## config.mk

```make
export PLATFORM = sky130hd
export DESIGN_NAME = lif_neuron_sync_flat
export DESIGN_NICKNAME = d
export VERILOG_FILES = /design/src/rtl/neuron_pkg.sv /design/src/rtl/lif_neuron_sync_if.sv /design/src/rtl/lif_neuron_sync_weighted_sum.sv /design/src/rtl/lif_neuron_sync.sv /design/src/flat_wrapper.sv
export SDC_FILE = /design/constraint.sdc
export NUM_CORES = 1
export LEC_CHECK = 0
export BUFFER_PORTS_ARGS = -buffer_cell sky130_fd_sc_hd__buf_2
export CAP_MARGIN = 15
export CORE_MARGIN = 5
export CORE_UTILIZATION = 62
export CTS_CLUSTER_SIZE = 30
export DETAILED_ROUTE_END_ITERATION = 10
export HOLD_SLACK_MARGIN = 0.03
export PLACE_DENSITY = 0.95
export SLEW_MARGIN = 0
export SYNTH_ARGS = -nofsm -noshare
export SYNTH_HDL_FRONTEND = slang
export SYNTH_SLANG_ARGS = --single-unit
```

## constraint.sdc

```tcl
create_clock -name clk -period 23.9 [get_ports clk]
set_input_delay 4.78 -clock clk [delete_from_list [all_inputs] [get_ports clk]]
set_output_delay 4.78 -clock clk [all_outputs]
set_load 0.01 [all_outputs]
```

## src/rtl/neuron_pkg.sv

```systemverilog
// Shared types and helpers for the leaky integrate-and-fire neuron family.
package neuron_pkg;

    typedef enum logic [1:0] {IDLE, FIRE, WAIT_LOW, REFRAC} lif_state_t;

    localparam int unsigned N_IN_DEFAULT    = 4;
    localparam int unsigned W_WIDTH_DEFAULT = 8;
    localparam int unsigned SUM_WIDTH       = W_WIDTH_DEFAULT + $clog2(N_IN_DEFAULT);

    // Signed add clamped to the range of a width-bit two's complement value.
    function automatic logic signed [63:0] sat_add(input logic signed [63:0] a,
                                                   input logic signed [63:0] b,
                                                   input int unsigned width);
        logic signed [63:0] s;
        logic signed [63:0] hi;
        logic signed [63:0] lo;
        s  = a + b;
        hi = (64'sd1 <<< (width - 1)) - 64'sd1;
        lo = -hi - 64'sd1;
        if (s > hi)
            return hi;
        else if (s < lo)
            return lo;
        else
            return s;
    endfunction

endpackage

```

## src/rtl/lif_neuron_sync_if.sv

```systemverilog
// Spike handshake bundle: N_IN 4-phase input channels plus one 4-phase output channel.
interface lif_neuron_sync_if #(
    parameter int unsigned N_IN = 4
);
    logic [N_IN-1:0] data_in;
    logic [N_IN-1:0] req_in;
    logic [N_IN-1:0] ack_in;
    logic            data_out;
    logic            req_out;
    logic            ack_out;

    modport slave (
        input  data_in, req_in, ack_out,
        output ack_in, data_out, req_out
    );

    modport master (
        output data_in, req_in, ack_out,
        input  ack_in, data_out, req_out
    );
endinterface

```

## src/rtl/lif_neuron_sync_weighted_sum.sv

```systemverilog
// Combinational masked sum of N_IN signed weights; channel i contributes when mask[i] is set.
module weighted_sum
    import neuron_pkg::*;
#(
    parameter int unsigned N_IN    = N_IN_DEFAULT,
    parameter int unsigned W_WIDTH = W_WIDTH_DEFAULT,
    parameter int unsigned SUM_W   = SUM_WIDTH
) (
    input  logic [N_IN*W_WIDTH-1:0] weights,
    input  logic [N_IN-1:0]         mask,
    output logic signed [SUM_W-1:0] sum
);

    always_comb begin
        sum = '0;
        for (int unsigned i = 0; i < N_IN; i++) begin
            if (mask[i])
                sum = sum + SUM_W'($signed(weights[i*W_WIDTH +: W_WIDTH]));
        end
    end

endmodule

```

## src/rtl/lif_neuron_sync.sv

```systemverilog
// Clocked leaky integrate-and-fire neuron with 4-phase spike channels.
// Optional periodic leak is compiled in when LIF_LEAK_EN is defined.
module lif_neuron_sync
    import neuron_pkg::*;
#(
    parameter int unsigned N_IN          = 4,
    parameter int unsigned W_WIDTH       = 8,
    parameter int unsigned POT_WIDTH     = 16,
    parameter int signed   THOLD         = 64,
    parameter int unsigned REFRAC_CYCLES = 4,
    parameter int unsigned LEAK_PERIOD   = 16,
    parameter int unsigned LEAK_SHIFT    = 3
) (
    input  logic                        clk,
    input  logic                        rst_n,
    input  logic [N_IN*W_WIDTH-1:0]     weights,
    lif_neuron_sync_if.slave            spk,
    output logic signed [POT_WIDTH-1:0] pot_out
);

    localparam int unsigned SUM_W = W_WIDTH + $clog2(N_IN);
    localparam int unsigned RC_W  = (REFRAC_CYCLES > 0) ? $clog2(REFRAC_CYCLES + 1) : 1;
    localparam logic signed [POT_WIDTH-1:0] THOLD_P = POT_WIDTH'(THOLD);

    if (N_IN < 1 || LEAK_PERIOD < 1 || LEAK_SHIFT >= POT_WIDTH) begin : g_bad_cfg
    end

    lif_state_t state;
    lif_state_t state_next;

    logic signed [POT_WIDTH-1:0] pot;
    logic signed [POT_WIDTH-1:0] pot_base;
    logic signed [POT_WIDTH-1:0] pot_sum;
    logic signed [POT_WIDTH-1:0] pot_next;
    logic signed [SUM_W-1:0]     sum;
    logic signed [SUM_W-1:0]     sum_eff;
    logic signed [63:0]          sat_wide;
    logic [N_IN-1:0]             ack_q;
    logic [N_IN-1:0]             ack_next;
    logic [N_IN-1:0]             accept;
    logic [RC_W-1:0]             rc_cnt;
    logic [RC_W-1:0]             rc_next;
    logic                        req_q;
    logic                        data_q;
    logic                        open_st;

    assign open_st  = (state == IDLE) || (state == REFRAC);
    assign accept   = open_st ? (spk.req_in & ~ack_q) : '0;
    // Ack rises on accept, holds while req stays high, drops once req is seen low.
    assign ack_next = accept | (ack_q & spk.req_in);

    weighted_sum #(
        .N_IN    (N_IN),
        .W_WIDTH (W_WIDTH),
        .SUM_W   (SUM_W)
    ) u_sum (
        .weights (weights),
        .mask    (accept & spk.data_in),
        .sum     (sum)
    );

    assign sum_eff = (state == REFRAC) ? '0 : sum;

`ifdef LIF_LEAK_EN
    localparam int unsigned LK_W = (LEAK_PERIOD > 1) ? $clog2(LEAK_PERIOD) : 1;

    logic [LK_W-1:0] leak_cnt;
    logic            leak_wrap;

    assign leak_wrap = (leak_cnt == LK_W'(LEAK_PERIOD - 1));
    // Leak acts on the old potential; same-cycle input is added afterwards.
    assign pot_base  = leak_wrap ? (pot - (pot >>> LEAK_SHIFT)) : pot;

    always_ff @(posedge clk or negedge rst_n) begin
        if (!rst_n)
            leak_cnt <= '0;
        else
            leak_cnt <= leak_wrap ? '0 : leak_cnt + 1'b1;
    end
`else
    assign pot_base = pot;
`endif

    assign sat_wide = sat_add(64'(pot_base), 64'(sum_eff), POT_WIDTH);
    assign pot_sum  = POT_WIDTH'(sat_wide);

    always_comb begin
        state_next = state;
        pot_next   = pot_sum;
        rc_next    = rc_cnt;
        case (state)
            IDLE: begin
                if (pot_sum >= THOLD_P) begin
                    state_next = FIRE;
                    pot_next   = '0;
                end
            end
            FIRE: begin
                if (spk.ack_out)
                    state_next = WAIT_LOW;
            end
            WAIT_LOW: begin
                if (!spk.ack_out) begin
                    if (REFRAC_CYCLES == 0) begin
                        state_next = IDLE;
                    end else begin
                        state_next = REFRAC;
                        rc_next    = RC_W'(REFRAC_CYCLES);
                    end
                end
            end
            REFRAC: begin
                if (rc_cnt <= RC_W'(1)) begin
                    state_next = IDLE;
                    rc_next    = '0;
                end else begin
                    rc_next = rc_cnt - 1'b1;
                end
            end
            default: state_next = IDLE;
        endcase
    end

    always_ff @(posedge clk or negedge rst_n) begin
        if (!rst_n) begin
            state  <= IDLE;
            pot    <= '0;
            ack_q  <= '0;
            rc_cnt <= '0;
            req_q  <= 1'b0;
            data_q <= 1'b0;
        end else begin
            state  <= state_next;
            pot    <= pot_next;
            ack_q  <= ack_next;
            rc_cnt <= rc_next;
            req_q  <= (state_next == FIRE);
            data_q <= (state_next == FIRE);
        end
    end

    assign spk.ack_in   = ack_q;
    assign spk.req_out  = req_q;
    assign spk.data_out = data_q;
    assign pot_out      = pot;

endmodule

```

## src/flat_wrapper.sv

```systemverilog
// flat-port wrapper written by rule: the top's interface ports become plain ports
module lif_neuron_sync_flat import neuron_pkg::*;
#(
    parameter int unsigned N_IN          = 4,
    parameter int unsigned W_WIDTH       = 8,
    parameter int unsigned POT_WIDTH     = 16,
    parameter int signed   THOLD         = 64,
    parameter int unsigned REFRAC_CYCLES = 4,
    parameter int unsigned LEAK_PERIOD   = 16,
    parameter int unsigned LEAK_SHIFT    = 3
)
  (clk, rst_n, weights, pot_out, spk_data_in, spk_req_in, spk_ack_out, spk_ack_in, spk_data_out, spk_req_out);
  lif_neuron_sync_if #(.N_IN(N_IN)) spk_i ();
  input  logic clk;
  input  logic rst_n;
  input  logic [N_IN*W_WIDTH-1:0] weights;
  output logic signed [POT_WIDTH-1:0] pot_out;
  input wire logic [$bits(spk_i.data_in)-1:0] spk_data_in;
  input wire logic [$bits(spk_i.req_in)-1:0] spk_req_in;
  input wire logic [$bits(spk_i.ack_out)-1:0] spk_ack_out;
  output wire logic [$bits(spk_i.ack_in)-1:0] spk_ack_in;
  output wire logic [$bits(spk_i.data_out)-1:0] spk_data_out;
  output wire logic [$bits(spk_i.req_out)-1:0] spk_req_out;
  assign spk_i.data_in = spk_data_in;
  assign spk_i.req_in = spk_req_in;
  assign spk_i.ack_out = spk_ack_out;
  assign spk_ack_in = spk_i.ack_in;
  assign spk_data_out = spk_i.data_out;
  assign spk_req_out = spk_i.req_out;
  lif_neuron_sync #(.N_IN(N_IN), .W_WIDTH(W_WIDTH), .POT_WIDTH(POT_WIDTH), .THOLD(THOLD), .REFRAC_CYCLES(REFRAC_CYCLES), .LEAK_PERIOD(LEAK_PERIOD), .LEAK_SHIFT(LEAK_SHIFT)) u_core (.clk(clk), .rst_n(rst_n), .weights(weights), .spk(spk_i), .pot_out(pot_out));
endmodule
```

Yosys cells after proc, flatten, opt, wreduce, memory -nomap -nowiden --
Cells that the tools add are included.
Operators by class: add/sub/neg operators 5, magnitude comparators 4, equality and inequality tests 5, multiplexer cells 18, bitwise logic cells 5, reduce and logical (&&, ||, !) cells 4
Operators with widths (number):
- 2-to-1 mux 16 bit | 4
- 2-to-1 mux 10 bit | 5
- adder 10 x 8 -> 10 bit | 3
- adder 16 x 10 -> 17 bit | 1
- > comparator 17 x 16 -> 1 bit (second input constant) | 1
- less-than comparator 17 x 16 -> 1 bit (second input constant) | 1
- greater-or-equal comparator 16 x 8 -> 1 bit (second input constant) | 1
- bitwise AND 4 bit | 3
- 2-to-1 mux 2 bit | 4
- case mux 2 bit (4 select lines) | 1
- 2-to-1 mux 3 bit | 2
- case mux 3 bit (2 select lines) | 1
- equality test 2 x 1 -> 1 bit (second input constant) | 2
- equality test 2 bit (second input constant) | 2
- 2-to-1 mux 4 bit | 1
- NOT 4 bit | 1
- OR 4 bit | 1
- less-or-equal comparator 3 x 1 -> 1 bit (second input constant) | 1
- subtractor 3 x 1 -> 3 bit (second input constant) | 1
- logical NOT 2 bit | 1
- != test 2 bit (second input constant) | 1
- AND reduction 2 bit | 1
- nonzero test 2 bit | 1
- logical OR 1 bit | 1
Storage, ports and cells: register bits after elaboration 26, input port bits 43, output and inout port bits 22, logic and storage cells 46

Longest topological paths before layout --
depth after elaboration 20, depth in mapped cells 41, mapped depth without buffers 38

Modules after synthesis --
Synthesis repeated with hierarchy kept, for this count alone.
Second synthesis, totals: cells, all modules 471, area total of the unflattened synthesis 3908.7 um^2
By module, submodules not included:
- lif_neuron_sync | times used 1, cells each 263, area an instance 2323.5 um^2, seq. area each 650.6 um^2
- weighted_sum | times used 1, cells each 208, area an instance 1585.3 um^2, seq. area each 0.0 um^2

Worst setup path before layout --
OpenSTA, ideal clock, no wires.
path type input to register, start input spk_data_in[0], end register u_core.pot[11] (netlist: u_core.pot_out[11]), setup time 0.118 ns, data arrival time 11.789 ns, setup slack 11.993 ns, stages on the path 34, path buffers 3, cells stage by stage and4bb_1 -> buf_6 -> and2_1 -> ha_1 -> fa_1 -> a21oi_1 -> o22ai_1 -> a21oi_1 -> mux2i_1 -> or2_2 -> ha_1 -> and3_1 -> a221o_1 -> or3_1 -> a31oi_1 -> o21ai_0 -> ha_1 -> o31a_1 -> a41oi_1 -> xor2_1 -> nor2_1 -> xnor2_1 -> xnor2_1 -> nor2_1 -> ha_1 -> buf_2 -> o21ai_0 -> o221ai_2 -> a221o_1 -> a211oi_1 -> nor4_4 -> a41oi_4 -> buf_6 -> nor2_2
Between the ends: word-level cells in the longest chain between the ends 16
Ends and longest elaborated chain:
- start, declared | RTL line flat_wrapper.sv:18 | input wire logic [$bits(spk_i.data_in)-1:0] spk_data_in;
- bitwise AND 4 bit * | RTL line lif_neuron_sync.sv:58 | .mask (accept & spk.data_in),
- 2-to-1 mux 10 bit * | RTL line lif_neuron_sync_weighted_sum.sv:17 | if (mask[i])
- adder 10 x 8 -> 10 bit | RTL line lif_neuron_sync_weighted_sum.sv:18 | sum = sum + SUM_W'($signed(weights[i*W_WIDTH +: W_WIDTH]));
- 2-to-1 mux 10 bit * | RTL line lif_neuron_sync_weighted_sum.sv:17
- adder 10 x 8 -> 10 bit | RTL line lif_neuron_sync_weighted_sum.sv:18
- 2-to-1 mux 10 bit * | RTL line lif_neuron_sync_weighted_sum.sv:17
- adder 10 x 8 -> 10 bit | RTL line lif_neuron_sync_weighted_sum.sv:18
- 2-to-1 mux 10 bit * | RTL line lif_neuron_sync_weighted_sum.sv:17
- 2-to-1 mux 10 bit * | RTL line lif_neuron_sync.sv:62 | assign sum_eff = (state == REFRAC) ? '0 : sum;
- adder 16 x 10 -> 17 bit * | RTL line neuron_pkg.sv:17 | s = a + b;
- less-than comparator 17 x 16 -> 1 bit | RTL line neuron_pkg.sv:22 | else if (s < lo)
- 2-to-1 mux 16 bit | RTL line neuron_pkg.sv:22
- 2-to-1 mux 16 bit * | RTL line neuron_pkg.sv:20 | if (s > hi)
- greater-or-equal comparator 16 x 8 -> 1 bit | RTL line lif_neuron_sync.sv:93 | if (pot_sum >= THOLD_P) begin
- 2-to-1 mux 16 bit | RTL line lif_neuron_sync.sv:93
- 2-to-1 mux 16 bit * | RTL line lif_neuron_sync.sv:91 | case (state)
- via u_core.pot_next[11] | RTL line lif_neuron_sync.sv:34 | logic signed [POT_WIDTH-1:0] pot_next;
- end signal, assigned | RTL line lif_neuron_sync.sv:134 | pot <= pot_next;
- end, declared | RTL line lif_neuron_sync.sv:31 | logic signed [POT_WIDTH-1:0] pot;
Mark *: on every way through the listed nets, which the timed path passes. The rest lies on a longest branch. A chain may end at the register's enable or synchronous reset.

Worst setup path in the final report --
start input spk_req_in[0], end register u_core.pot[3] (netlist: u_core.pot_out[3])
Between the ends: word-level cells in the longest chain between the ends 18
Ends and longest elaborated chain:
- start, declared | RTL line flat_wrapper.sv:19 | input wire logic [$bits(spk_i.req_in)-1:0] spk_req_in;
- bitwise AND 4 bit * | RTL line lif_neuron_sync.sv:48 | assign accept = open_st ? (spk.req_in & ~ack_q) : '0;
- 2-to-1 mux 4 bit * | RTL line lif_neuron_sync.sv:48
- bitwise AND 4 bit * | RTL line lif_neuron_sync.sv:58
- 2-to-1 mux 10 bit * | RTL line lif_neuron_sync_weighted_sum.sv:17
- adder 10 x 8 -> 10 bit | RTL line lif_neuron_sync_weighted_sum.sv:18
- 2-to-1 mux 10 bit * | RTL line lif_neuron_sync_weighted_sum.sv:17
- adder 10 x 8 -> 10 bit | RTL line lif_neuron_sync_weighted_sum.sv:18
- 2-to-1 mux 10 bit * | RTL line lif_neuron_sync_weighted_sum.sv:17
- [... 3 more ...]
- adder 16 x 10 -> 17 bit * | RTL line neuron_pkg.sv:17
- less-than comparator 17 x 16 -> 1 bit | RTL line neuron_pkg.sv:22
- 2-to-1 mux 16 bit | RTL line neuron_pkg.sv:22
- 2-to-1 mux 16 bit * | RTL line neuron_pkg.sv:20
- greater-or-equal comparator 16 x 8 -> 1 bit | RTL line lif_neuron_sync.sv:93
- 2-to-1 mux 16 bit | RTL line lif_neuron_sync.sv:93
- 2-to-1 mux 16 bit * | RTL line lif_neuron_sync.sv:91
- via u_core.pot_next[3] | RTL line lif_neuron_sync.sv:34
Marked as above.

==> metrics.cfg <==
[synthesis]
synth_edf_count = 0
synth_top_cell_by_area = dfrtp_1
avgSynthCellArea_um2 = 8.18
yosysSeqAreaShare = 0.178
synth_top_area_share = 0.178
synth.area.top_cells = dfrtp_1, ha_1, a21oi_1
synthArstFlopShare = 1.00
synth_warnings = 0
synth_flop_cell = dfrtp_1
syn_inst = 448
synth_seq_cells = 26
synth_cell_types = 75
synth_nets = 542
syn_area_um2 = 3660

[clock_tree]
post_cts_resized = 0
holdBufCountCts = 0
cts_root_buf = clkbuf_8
post-cts-setup-buffers = 0
tritoncts = done
cts_made_buffers = 3
clk_pin_slew_ns = 0.08
clockBufferDepth = 2
clock_sinks = 26
clk_latency_ns = 0.27
htreeDepth = 1

[routing]
wl_mm = 9.26
antenna_left = 0
first_pass_iters = 5
post_drt_wl_per_cell_um = 15.9
dr.first_iter.drc_count = 152
vias_per_cell = 6.13
vias = 3559
drc = 0

[placement]
place_hpwl_mm = 7.60
dp_cells = 578
place_ws_ns = 11.13
io_buffers = 64
routabilityCongestion = 0.949

[finish]
diodes = 0
drive_gt1_frac = 0.202
fin_util = 0.699
final_cell_count_no_fill = 581
fillCellCount = 484
fin_nets = 602
areaGrowthSynthToFinish_pct = 11.0

[grt]
grt.total_usage = 0.249
grt_max_degree = 27
grt_pass1_vias = 3480
antenna_found_initial = 0
grt_pass1_wl_mm = 15.6
grt-ovfl-total = 0

[sta]
period_needed_ns = 12.59
fin_crit_sh = 0.527
worst_pin_slew_ns = 0.594
slew_viol_final = 0
hold_viol = 0
fin_hold_ws_ns = 0.501
relSlewSlack = 0.604
fin_worst_skew_ns = 0.00438
max_freq_mhz = 79.5
rsz0062_at_grt = no
fin_setup_tns_ns = 0
setup_viol = 0
layout_setup_ws_ns = 11.31

[job]
cap_violations = 0

[die]
num_io_pins = 65
die-area_um2 = 7550
die_x_um = 86.9
rows = 28
start_util = 0.630
die_h_um = 86.9
coreArea_um2 = 5820

[critical_path]
cp_data_required_time_ns = 24.04
cpMaxStageDelayCell = a41oi_4
path_delay_family = compound AO/OA/AOI/OAI gates
cp.buffers_inverters = 1
max_stage_delay_ns = 0.55
path_common_cell = ha_1
startpoint_type = input pin
crit_fanout = 13
crit_arrival_ns = 12.72
critPathCaptureType = register
worstSetupPathType = input pin to register

[status]
status = finished, final reports clean

[pwr]
p_switching_uw = 388
pwr_density_cell_nw_per_um2 = 172
p_int_uw = 314
combinationalPowerShare = 0.838
vdd_ir_drop_max_uv = 171
seqPwrFrac = 0.127
power_switching_share = 0.553
power.leakage_nw = 2.01
clkPwrFrac = 0.034

[hold_path]
hp-class = register to register

[layout make-up]
type / instances / area [um2] / share of cell area
Tap cell: 75 / 93.8 / 0.0231
Multi-Input combinational cell: 388 / 2860 / 0.703
Timing Repair Buffer: 65 / 328 / 0.0806
Clock buffer: 3 / 41.3 / 0.0102
Sequential cell: 26 / 651 / 0.160
Inverter: 24 / 92.6 / 0.0228
[stage by stage]
step	power, mW	cell area [um2]
final	0.701	4070
after global routing	0.766	4070
after CTS	0.696	4070
after detailed placement	0.666	4030
after global placement	0.644	4030
after floorplan	0.550	3660
[final timing paths]
kind	startpoint	endpoint	slack, ns	cells past startpoint
worst min-delay path	u_core.rc_cnt[1]	u_core.rc_cnt[1]	0.50	2
worst max-delay path	spk_req_in[0]	u_core.pot_out[3]	11.31	33
worst max register to register	u_core.state[0]	u_core.pot_out[3]	14.90	34
min in group asynchronous	rst_n	u_core.state[1]	4.51	1
max in group asynchronous	rst_n	u_core.pot_out[5]	19.00	1
worst min register to register	u_core.rc_cnt[1]	u_core.rc_cnt[1]	0.50	2
[flip-flops by register name, summed over array words and instances, names as in the netlist]
signal,flops
u_core.pot_out,16
u_core.spk.ack_in,4
u_core.rc_cnt,3
u_core.state,2
u_core.spk.req_out,1
[routing by layer]
layer  GRT usage  part of all wire  up-vias
li1            -                 -     1786
met1       0.304              0.42     1641
met2       0.452              0.52      112
met3      0.0274             0.048       20
met4      0.0793             0.019        0
met5           0                 0        -
[power groups by stage]
| stage | sequential (mW) | combinational, mW | clock (mW) |
|---|---|---|---|
| 2_1_floorplan | 0.0927 | 0.457 | 0 |
| 3_3_place_gp | 0.0887 | 0.555 | 0 |
| 4_1_cts | 0.0889 | 0.583 | 0.0247 |
| 3_5_place_dp | 0.0891 | 0.577 | 0 |
| 5_1_grt | 0.0914 | 0.648 | 0.0267 |
| 6_report | 0.0891 | 0.588 | 0.0242 |
[layout by cell type (no fill, tap or decap), drive strengths merged, types with 13 or more instances in the layout]
| cell type | count |
|---|---|
| dfrtp | 26 |
| inv | 24 |
| xor2 | 17 |
| nor2 | 48 |
| buf | 65 |
| o21ai | 22 |
| a21o | 13 |
| ha | 47 |
| nand2 | 47 |
| xnor2 | 14 |
| a21oi | 48 |
[kinds of logic after synthesis]
family                     share of synthesized area
AOI/OAI and AO/OA                              0.300
xor gates and xnor gates                      0.0741
adders and majority gates                      0.194
buffers and inverters                         0.0430
DFF                                            0.178
muxes                                         0.0171
and+or+nand+nor                                0.194
[Yosys cell counts, types with 4 or more instances]
cell type,instances
o21ai_0,19
nor3_1,10
nor2_1,39
mux2i_1,4
and3_1,6
ha_1,47
a211oi_1,5
o211ai_1,4
nand2_1,47
o21bai_1,4
a21o_1,13
fa_1,4
xnor2_1,14
inv_1,23
xor2_1,17
nor2_2,9
nand3_1,6
clkbuf_1,5
o21a_1,7
dfrtp_1,26
nor2b_1,5
a21oi_1,46
a31o_2,4
[worst reg2reg max path, delay by kind of cell, from the launching register on]
| kind | cells | cell delay [ns] |
|---|---|---|
| buffers and inverters | 1 | 0.13 |
| adders and majority gates | 6 | 2.06 |
| muxes | 1 | 0.11 |
| xor gates and xnor gates | 3 | 0.45 |
| and+or+nand+nor | 10 | 2.26 |
| DFF | 1 | 0.44 |
| AOI/OAI and AO/OA | 13 | 3.41 |
Power figures use the tool's default switching activity.
